$ cat config.mk
export PLATFORM = sky130hd
export DESIGN_NAME = button_debouncer_flat
export DESIGN_NICKNAME = d
export VERILOG_FILES = /design/src/rtl/button_debouncer_if.sv /design/src/rtl/button_debouncer.sv /design/src/flat_wrapper.sv
export SDC_FILE = /design/constraint.sdc
export NUM_CORES = 1
export LEC_CHECK = 0
export ABC_AREA = 0
export BUFFER_PORTS_ARGS = -buffer_cell sky130_fd_sc_hd__buf_2
export CORE_UTILIZATION = 49
export DETAILED_ROUTE_END_ITERATION = 6
export MAX_ROUTING_LAYER = met4
export PLACE_DENSITY_LB_ADDON = 0.15
export SYNTH_ARGS = -nofsm -noshare
export SYNTH_HDL_FRONTEND = slang
export SYNTH_SLANG_ARGS = --single-unit
$ cat constraint.sdc
create_clock -name clk -period 1.45 [get_ports clk]
set_clock_uncertainty 0.2 [all_clocks]
set_input_delay 0.145 -clock clk [delete_from_list [all_inputs] [get_ports clk]]
set_output_delay 0.145 -clock clk [all_outputs]
set_load 0.05 [all_outputs]
$ cat src/rtl/button_debouncer_if.sv
// Button debouncer bus: sampled tick/raw levels in, clean level and edge pulses out.
interface button_debouncer_if #(
    parameter int WIDTH = 3
);
    logic             tick;
    logic [WIDTH-1:0] in;
    logic [WIDTH-1:0] level;
    logic [WIDTH-1:0] pressed;
    logic [WIDTH-1:0] released;

    modport master (
        output tick,
        output in,
        input  level,
        input  pressed,
        input  released
    );

    modport slave (
        input  tick,
        input  in,
        output level,
        output pressed,
        output released
    );
endinterface

$ cat src/rtl/button_debouncer.sv
// Tick-gated per-bit debouncer with registered press/release pulses.
// Optional auto-repeat on held buttons: define BUTTON_DEBOUNCER_AUTOREPEAT_EN.
module button_debouncer #(
    parameter int WIDTH         = 3,
    parameter int CNT_WIDTH     = 4,
    parameter int STABLE_COUNT  = 8,
    parameter bit DEFAULT_VALUE = 1'b0,
    parameter int REPEAT_DELAY  = 30,
    parameter int REPEAT_PERIOD = 6
) (
    input logic                clk,
    input logic                nRst,
    button_debouncer_if.slave  bus
);
    localparam logic [CNT_WIDTH-1:0] CNT_MAX   = CNT_WIDTH'(STABLE_COUNT - 1);
    localparam logic [WIDTH-1:0]     LEVEL_RST = {WIDTH{DEFAULT_VALUE}};

    generate
        if (STABLE_COUNT < 1 || STABLE_COUNT > (2 ** CNT_WIDTH) - 1) begin : g_bad_stable
            $error("button_debouncer: STABLE_COUNT out of range for CNT_WIDTH");
        end
        if (REPEAT_DELAY < 1 || REPEAT_PERIOD < 1) begin : g_bad_repeat
            $error("button_debouncer: REPEAT_DELAY and REPEAT_PERIOD must be positive");
        end
    endgenerate

    logic [WIDTH-1:0][CNT_WIDTH-1:0] cnt_q, cnt_d;
    logic [WIDTH-1:0]                level_q, level_d;
    logic [WIDTH-1:0]                pressed_q, pressed_d;
    logic [WIDTH-1:0]                released_q, released_d;

`ifdef BUTTON_DEBOUNCER_AUTOREPEAT_EN
    localparam int RMAX       = (REPEAT_DELAY > REPEAT_PERIOD) ? REPEAT_DELAY : REPEAT_PERIOD;
    localparam int RCNT_WIDTH = $clog2(RMAX + 1);
    localparam logic [RCNT_WIDTH-1:0] R_DELAY  = RCNT_WIDTH'(REPEAT_DELAY);
    localparam logic [RCNT_WIDTH-1:0] R_PERIOD = RCNT_WIDTH'(REPEAT_PERIOD);

    // rfirst marks that the next repeat waits the long initial delay.
    logic [WIDTH-1:0][RCNT_WIDTH-1:0] rcnt_q, rcnt_d;
    logic [WIDTH-1:0]                 rfirst_q, rfirst_d;

    always_comb begin
        cnt_d      = cnt_q;
        level_d    = level_q;
        pressed_d  = '0;
        released_d = '0;
        rcnt_d     = rcnt_q;
        rfirst_d   = rfirst_q;
        for (int i = 0; i < WIDTH; i++) begin
            if (!level_q[i]) begin
                rcnt_d[i]   = '0;
                rfirst_d[i] = 1'b1;
            end
            if (bus.tick) begin
                if (bus.in[i] == level_q[i]) begin
                    cnt_d[i] = '0;
                end else if (cnt_q[i] != CNT_MAX) begin
                    cnt_d[i] = cnt_q[i] + CNT_WIDTH'(1);
                end else begin
                    cnt_d[i]      = '0;
                    level_d[i]    = bus.in[i];
                    pressed_d[i]  = bus.in[i];
                    released_d[i] = ~bus.in[i];
                end
                // A new level always restarts the repeat sequence from scratch.
                if (bus.in[i] != level_q[i] && cnt_q[i] == CNT_MAX) begin
                    rcnt_d[i]   = '0;
                    rfirst_d[i] = 1'b1;
                end else if (level_q[i]) begin
                    if ((rcnt_q[i] + RCNT_WIDTH'(1)) == (rfirst_q[i] ? R_DELAY : R_PERIOD)) begin
                        pressed_d[i] = 1'b1;
                        rcnt_d[i]    = '0;
                        rfirst_d[i]  = 1'b0;
                    end else begin
                        rcnt_d[i] = rcnt_q[i] + RCNT_WIDTH'(1);
                    end
                end
            end
        end
    end

    always_ff @(posedge clk or negedge nRst) begin
        if (!nRst) begin
            rcnt_q   <= '0;
            rfirst_q <= '1;
        end else begin
            rcnt_q   <= rcnt_d;
            rfirst_q <= rfirst_d;
        end
    end
`else
    always_comb begin
        cnt_d      = cnt_q;
        level_d    = level_q;
        pressed_d  = '0;
        released_d = '0;
        for (int i = 0; i < WIDTH; i++) begin
            if (bus.tick) begin
                if (bus.in[i] == level_q[i]) begin
                    cnt_d[i] = '0;
                end else if (cnt_q[i] != CNT_MAX) begin
                    cnt_d[i] = cnt_q[i] + CNT_WIDTH'(1);
                end else begin
                    cnt_d[i]      = '0;
                    level_d[i]    = bus.in[i];
                    pressed_d[i]  = bus.in[i];
                    released_d[i] = ~bus.in[i];
                end
            end
        end
    end
`endif

    always_ff @(posedge clk or negedge nRst) begin
        if (!nRst) begin
            cnt_q      <= '0;
            level_q    <= LEVEL_RST;
            pressed_q  <= '0;
            released_q <= '0;
        end else begin
            cnt_q      <= cnt_d;
            level_q    <= level_d;
            pressed_q  <= pressed_d;
            released_q <= released_d;
        end
    end

    assign bus.level    = level_q;
    assign bus.pressed  = pressed_q;
    assign bus.released = released_q;
endmodule
$ cat src/flat_wrapper.sv
// flat-port wrapper written by rule: the top's interface ports become plain ports
module button_debouncer_flat 
#(
    parameter int WIDTH         = 3,
    parameter int CNT_WIDTH     = 4,
    parameter int STABLE_COUNT  = 8,
    parameter bit DEFAULT_VALUE = 1'b0,
    parameter int REPEAT_DELAY  = 30,
    parameter int REPEAT_PERIOD = 6
)
  (clk, nRst, bus_tick, bus_in, bus_level, bus_pressed, bus_released);
  button_debouncer_if #(.WIDTH(WIDTH)) bus_i ();
  input logic clk;
  input logic nRst;
  input wire logic [$bits(bus_i.tick)-1:0] bus_tick;
  input wire logic [$bits(bus_i.in)-1:0] bus_in;
  output wire logic [$bits(bus_i.level)-1:0] bus_level;
  output wire logic [$bits(bus_i.pressed)-1:0] bus_pressed;
  output wire logic [$bits(bus_i.released)-1:0] bus_released;
  assign bus_i.tick = bus_tick;
  assign bus_i.in = bus_in;
  assign bus_level = bus_i.level;
  assign bus_pressed = bus_i.pressed;
  assign bus_released = bus_i.released;
  button_debouncer #(.WIDTH(WIDTH), .CNT_WIDTH(CNT_WIDTH), .STABLE_COUNT(STABLE_COUNT), .DEFAULT_VALUE(DEFAULT_VALUE), .REPEAT_DELAY(REPEAT_DELAY), .REPEAT_PERIOD(REPEAT_PERIOD)) u_core (.clk(clk), .nRst(nRst), .bus(bus_i));
endmodule
---- After elaboration in Yosys (flattened, before gate mapping) ----
Index checks and enable logic that the tools add are counted.
word-level totals
  register bits ........................... 21
  bits of input ports ..................... 6
  word-level logic and storage cells ...... 53
  output and inout port bits .............. 9
operators by class
  reductions and logical operators ........ 3
  equality and inequality tests ........... 6
  bitwise gates (word level) .............. 9
  $add $sub $neg .......................... 3
  multiplexer cells ....................... 24
operators by type and width
  operator             count
  $mux 4               6
  $mux 1               18
  $add 4x1->4 const B  3
  $ne 4x3->1 const B   3
  $not 1->1            9
  $reduce_and 3->1     3
  $eq 1x1->1           3

---- Longest topological paths before layout ----
Gate-level depths: netlist of run 1.
  depth in word-level cells ............... 4
  mapped depth ............................ 4
  depth with buffers taken out ............ 4

---- Worst setup path after synthesis of run 1 ----
No wires, ideal clock.
  path type ............................... register to register
  start point ............................. reg u_core.level_q[1], in the netlist u_core.bus.level[1]
  end point ............................... reg u_core.cnt_q[7] in the netlist's numbering
  buffers on the path ..................... 0
  data required time ...................... 1146 ps
  arrival time ............................ 1291 ps
  clock period less this slack ............ 1595 ps
  setup time .............................. 104 ps
  stages on the path, launching flop included .. 4
  slack ................................... -145 ps
  cells stage by stage .................... dfrtp_1 > xor2_1 > nand2b_1 > o41ai_2
between the ends
  word-level cells in the longest chain between the ends .. 2
ends and longest elaborated chain
  item                    line                     source
  start, declared         button_debouncer.sv:28   logic [WIDTH-1:0] level_q, level_d;
  start signal, assigned  button_debouncer.sv:122  level_q <= level_d;
  $eq 1x1->1              button_debouncer.sv:99   if (bus.in[i] == level_q[i]) begin
  $mux 4                  button_debouncer.sv:99
  end signal, assigned    button_debouncer.sv:121  cnt_q <= cnt_d;
  end, declared           button_debouncer.sv:27   logic [WIDTH-1:0][CNT_WIDTH-1:0] cnt_q, cnt_d;
No other way between the ends.
A chain may end at the register's enable or synchronous reset.

---- Worst setup path in the final report of run 1 ----
  start point ............................. reg u_core.cnt_q[1] in the netlist's numbering
  end point ............................... reg u_core.level_q[0], in the netlist u_core.bus.level[0]
between the ends
  word-level cells in the longest chain between the ends .. 3
ends and longest elaborated chain
  item                               line                     source
  $ne 4x3->1                         button_debouncer.sv:101  end else if (cnt_q[i] != CNT_MAX) begin
  $not 1->1 (no source line)         -
  $reduce_and 3->1 (no source line)  -
No other way between the ends.

==> impl_metrics.toml, run 1 <==
[critical_path]
critical_path_class = "reg2reg"
cp.depth = 4
critical-path-top-delay-family = "flip-flops"
cp-endpoint = "u_core.bus.level[0]"
worstSetupStartpoint = "u_core.cnt_q[1]"
endpoint_kind = "register"
startpoint_type = "register"
arrival_ns = 1.47
max_stage_delay_ns = 0.40
worstPathRequired_ns = 1.44
rr_startpoint = "u_core.cnt_q[1]"
reg2reg_to = "u_core.bus.level[0]"
critPathSlowestCell = "dfrtp_1"
cp_max_fo = 2
reg2reg_depth = 4
rrSetupSlack_ns = -0.02
path_cells = "ha_2 -> and3b_2 -> nand2_2 -> mux2_4"
crit_buf_inv = 0

[layout]
nFillCells = 129
finalNonFillerCells = 151
syn_to_final_growth_pct = 43.3
layout-drive-gt1-share_pct = 50.8
num_antenna_cells = 0
final_nets = 136

[placed_design]
globalplace.congestion = 0.756
place_inst = 136
dp_hpwl_um = 1330
numPortBuffers = 14

[global_routing]
grt_first_pass_wirelength_um = 3330
grt_pass1_vias = 773
antenna_found_initial = 0
grt_overflow = 0
grt_usage_pct = 23.1
grt_max_degree = 22

[detailed_routing]
drc = 0
drt_pass1_iterations = 3
drt-total-wl_um = 2020
ant_nets = 0
vias = 781
drt_iter0_drc = 15
wire_per_inst_um = 13.4
viasPerCell = 5.17

[die]
core_sq_mm = 0.00182
core.rowCount = 15
die_x_um = 47
io-pin-count = 15
die_area_sq_mm = 0.00221
initial_core_util_pct = 54.5
die_y_um = 47

[sta]
finalCritPeriodShare_pct = 102
hold_ws_ns = 0.0364
worst_slew_pin_slew_ns = 0.448
fin_setup_tns_ns = -0.0315
setup_violations = 3
fin_crit_ns = 1.47
fmax_mhz = 679
final_max_slew_viol_count = 0
hold_violations = 0
finalWorstSetupSlack_ns = -0.0226
rsz0062_at_grt = "yes"
slew_headroom_pct = 70.1

[power]
leakagePower_nw = 0.688
vdd_drop_max_mv = 0.911
total_power_mw = 2.02
pwr_density_cell_mw_per_mm2 = 1420
sw_frac_of_total_pct = 35.3
clock_power_share_pct = 13.8
internal-power_mw = 1.31
p_switching_uw = 713
pwr-share-seq_pct = 42.8
combPwrFrac_pct = 43.4

[yosys]
synth_seq_cells = 21
synth.area.top_cells = "dfrtp_1, o41ai_2, nor3b_1, a31oi_1, ha_1"
synthFlopType = "dfrtp_1"
yosysMostFrequentCell = "dfrtp_1"
ys_types = 25
syn_inst = 84
yosysSeqAreaShare_pct = 53.0
synth_area_per_cell_sq_um = 11.8
synthesis.nets = 93
syn_area_sq_um = 992
synth-async-reset-ratio_pct = 100
yosys.area.top_type = "dfrtp_1"
synth_edf_count = 0
yosys_warnings = 0
synth_top_area_share_pct = 53.0
ys_top_cells_by_count = "dfrtp_1, a31oi_1, nand2_1"

[hold_path]
hold_depth = 4
min_path_type = "in2reg"

[run_status]
status = "finished, violations left"
violations = "setup timing"

[cts]
clk_pin_slew_ns = 0.11
cts-root-buf = "clkbuf_4"
cts.path.max_buffers = 2
cts_tree = "built"
clkLatencyLatePin_ns = 0.30
cts_sinks = 21
htree_levels = 1
cts_made_buffers = 3

[flow_run]
maxCapViolCount = 0
## worst min-delay path by stage
| stage | from | endpoint | slack, ns |
|---|---|---|---|
| global route | bus_in[1] | u_core.cnt_q[5] | 0.05 |
| global placement | nRst | u_core.bus.pressed[1] | -0.08 |
| CTS | bus_in[1] | u_core.cnt_q[5] | 0.009 |
| floorplan | nRst | u_core.bus.level[0] | -0.35 |
| finish | bus_in[0] | u_core.cnt_q[0] | 0.04 |
| detailed placement | nRst | u_core.bus.released[1] | -0.08 |
## worst min-delay path, cell delays in order
cell and delay [ns]:
buf_2 0.14, xor2_4 0.10, nand2_1 0.06, o31ai_1 0.06
## final cells by class
cell class	instances	area (sq um)	share of cell area, %
Clock buffer	4	26.3	1.85
Inverter	4	15.0	1.06
Multi-Input combinational cell	57	524	36.9
Sequential cell	21	529	37.2
Tap cell	25	31.3	2.20
Timing Repair Buffer	40	295	20.8
## metal layers
layer	part of all wire [%]	vias to the layer above	wire length, um	track usage (%)
met5	0	-	0	-
met4	2.0	0	40	10.3
met3	2.6	7	53	4.62
met2	50	14	1000	38.3
met1	46	371	924	27.0
li1	-	389	-	-
## timing repair
item,CTS,global route
setup buffers,3,3
resized for setup,2,14
hold buffers,5,0
endpoints found under the hold margin,32,0
endpoints found under the setup margin,5,16
pin swaps,4,1
## stage by stage
stage / setup slack, ns / utilization (%) / area [sq um]
after floorplan: -0.00536 / - / 1020
after global placement: 0.0142 / 67.4 / 1230
after detailed placement: -0.00710 / 67.4 / 1230
after CTS: -0.00834 / 73.2 / 1330
after global routing: -0.0882 / 78.1 / 1420
final: -0.0226 / 78.1 / 1420
## registers in the layout, summed over array words and instances, names as in the netlist
signal and cells:
u_core.cnt_q 12, u_core.bus.pressed 3, u_core.bus.level 3, u_core.bus.released 3
## power by group through the flow
stage / Clock [mW] / Sequential (mW) / Combinational (mW)
6_report: 0.279 / 0.863 / 0.877
5_1_grt: 0.317 / 0.880 / 0.964
4_1_cts: 0.290 / 0.843 / 0.792
3_5_place_dp: 0 / 0.855 / 0.731
3_3_place_gp: 0 / 0.842 / 0.709
2_1_floorplan: 0 / 0.954 / 0.344
## kinds of logic (layout without fill, tap and decap cells)
group                      Yosys count  after routing  share of synthesized area (%)
muxes                                4              4                           4.41
DFF                                 21             21                           53.0
buffers and inverters                6             48                           2.52
xor gates and xnor gates             4              4                           5.04
and+or+nand+nor                     29             29                           17.3
AOI/OAI and AO/OA                   17             17                           14.0
adders and majority gates            3              3                           3.78
## layout by cell type (no fill, tap or decap), drive strengths merged, types with 3 or more instances in the layout
| master | n |
|---|---|
| mux2 | 3 |
| dfrtp | 21 |
| clkbuf | 6 |
| and3b | 3 |
| inv | 4 |
| a31oi | 7 |
| o41ai | 3 |
| nor2b | 3 |
| nor3b | 6 |
| dlygate4sd3 | 5 |
| xor2 | 3 |
| ha | 3 |
| nand3 | 6 |
| buf | 33 |
| nand2 | 8 |
Power figures use the tool's default switching activity.
==> run 2: changes to the inputs <==
--- a/config.mk
+++ b/config.mk
@@ -7,7 +7,9 @@
 export LEC_CHECK = 0
 export ABC_AREA = 0
 export BUFFER_PORTS_ARGS = -buffer_cell sky130_fd_sc_hd__buf_2
-export CORE_UTILIZATION = 49
+export CELL_PAD_IN_SITES_DETAIL_PLACEMENT = 1
+export CELL_PAD_IN_SITES_GLOBAL_PLACEMENT = 1
+export CORE_UTILIZATION = 39
 export DETAILED_ROUTE_END_ITERATION = 6
 export MAX_ROUTING_LAYER = met4
 export PLACE_DENSITY_LB_ADDON = 0.15
==> impl_metrics.toml, run 2 (same netlist as run 1, synthesis figures left out) <==
[run_status]
status = "finished, violations left"
violations = "setup timing"

[die]
initial_core_util_pct = 43.2
die_x_um = 52.4
core_sq_mm = 0.00230
die_area_sq_mm = 0.00275
io-pin-count = 15
core.rowCount = 17
die_y_um = 52.4

[detailed_routing]
wire_per_inst_um = 15.9
ant_nets = 0
viasPerCell = 5.34
drt_iter0_drc = 6
drt_pass1_iterations = 2
drt-total-wl_um = 2380
vias = 801
drc = 0

[critical_path]
critPathSlowestCell = "dfrtp_1"
cp_max_fo = 3
max_stage_delay_ns = 0.42
arrival_ns = 1.51
startpoint_type = "register"
endpoint_kind = "register"
critical_path_class = "reg2reg"
path_cells = "ha_2 -> and3b_2 -> nand2_2 -> mux2_4"
worstPathRequired_ns = 1.45

[placed_design]
place_inst = 138
dpl_cell_area_sq_mm = 0.00122
numPortBuffers = 14
pre_cts_slack_ns = -0.0209
dp_hpwl_um = 1550
globalplace.congestion = 0.696

[power]
pwr_density_cell_mw_per_mm2 = 1400
leakagePower_nw = 0.688
vdd_drop_max_mv = 0.817

[cts]
htree_levels = 1
cts_made_buffers = 3
cts-root-buf = "clkbuf_4"
cts.path.max_buffers = 2
cts_tree = "built"
clk_pin_slew_ns = 0.11
cts_sinks = 21
clkLatencyLatePin_ns = 0.31

[layout]
final_common_cell = "dfrtp_1"
finalNonFillerCells = 150
syn_to_final_growth_pct = 44.1
multi_input_area_sq_um = 554
layout-drive-gt1-share_pct = 53.3
largest_register = "u_core.cnt_q"
largest_register_ffs = 12
nFillCells = 244
final_nets = 132
regArea_sq_um = 529
fin_area_sq_mm = 0.00143
layout_common_cells = "dfrtp_1, buf_4, buf_2, a31oi_1"
num_antenna_cells = 0

[global_routing]
grt_pass1_vias = 824
grt_overflow = 0
antenna_found_initial = 0
grt_first_pass_wirelength_um = 3750
grt_usage_pct = 20.0
grt_max_degree = 22

[sta]
worst_slew_pin_slew_ns = 0.468
hold_ws_ns = 0.0435
finalWorstSetupSlack_ns = -0.0609
fin_crit_ns = 1.51
final_max_slew_viol_count = 0
finalCritPeriodShare_pct = 104
rsz0062_at_grt = "yes"
hold_violations = 0
fmax_mhz = 662
setup_violations = 2
slew_headroom_pct = 68.8

[flow_run]
maxCapViolCount = 0

[hold_path]
min_path_type = "in2reg"
-- run 2: critical path, delay by kind of cell (launching register included) --
family	cells	cell delay, ns
flops	1	0.42
simple gates	2	0.30
fa+ha+maj	1	0.19
mux	1	0.30
-- run 2: worst paths after layout --
| check | start | to | slack, ns | cells after the start |
|---|---|---|---|---|
| worst min-delay path | bus_tick | u_core.cnt_q[7] | 0.04 | 4 |
| worst min register to register | u_core.cnt_q[6] | u_core.cnt_q[6] | 0.32 | 1 |
| min in group asynchronous | nRst | u_core.cnt_q[11] | 0.11 | 2 |
| worst max-delay path | u_core.cnt_q[1] | u_core.bus.level[0] | -0.06 | 4 |
| worst max register to register | u_core.cnt_q[1] | u_core.bus.level[0] | -0.06 | 4 |
| max in group asynchronous | nRst | u_core.bus.level[0] | 0.59 | 2 |
-- run 2: where the power goes --
group	internal, mW	leakage (nW)	total [mW]	switching (mW)
Combinational	0.428	0.391	0.836	0.408
Clock	0.103	0.0177	0.290	0.187
Sequential	0.729	0.279	0.878	0.148
Total	1.26	0.688	2.00	0.743
-- run 2: per-stage QoR --
stage / setup TNS, ns / util [%] / power, mW
6_report: -0.112 / 62.3 / 2.00
5_1_grt: -0.214 / 62.3 / 2.14
4_1_cts: -0.114 / 57.8 / 1.92
3_5_place_dp: -0.0227 / 53.2 / 1.57
3_3_place_gp: 0 / 53.2 / 1.53
2_1_floorplan: -0.00536 / - / 1.30
-- run 2: repair_timing --
item                                   in CTS  in global routing
setup endpoints to repair                   8                 14
endpoints found under the hold margin      33                  0
pin swaps                                   1                  8
buffers inserted                            1                  4
hold buffers                                5                  0
resized for setup                           3                 17
-- run 2: layout make-up --
| type | count | share of cell area (%) |
|---|---|---|
| inverters | 4 | 1.05 |
| clock buffers | 3 | 1.57 |
| repair buffers | 36 | 18.8 |
| clock inverters | 1 | 0.350 |
| well taps | 28 | 2.45 |
| multi-input cells | 57 | 38.8 |
| flip-flops and latches | 21 | 37.0 |
-- run 2: routing by layer --
metal	wire, um	up-vias	GRT usage [%]
li1	-	379	-
met1	994	406	21.8
met2	1280	12	34.0
met3	71	4	6.38
met4	33	0	7.02
met5	0	-	-
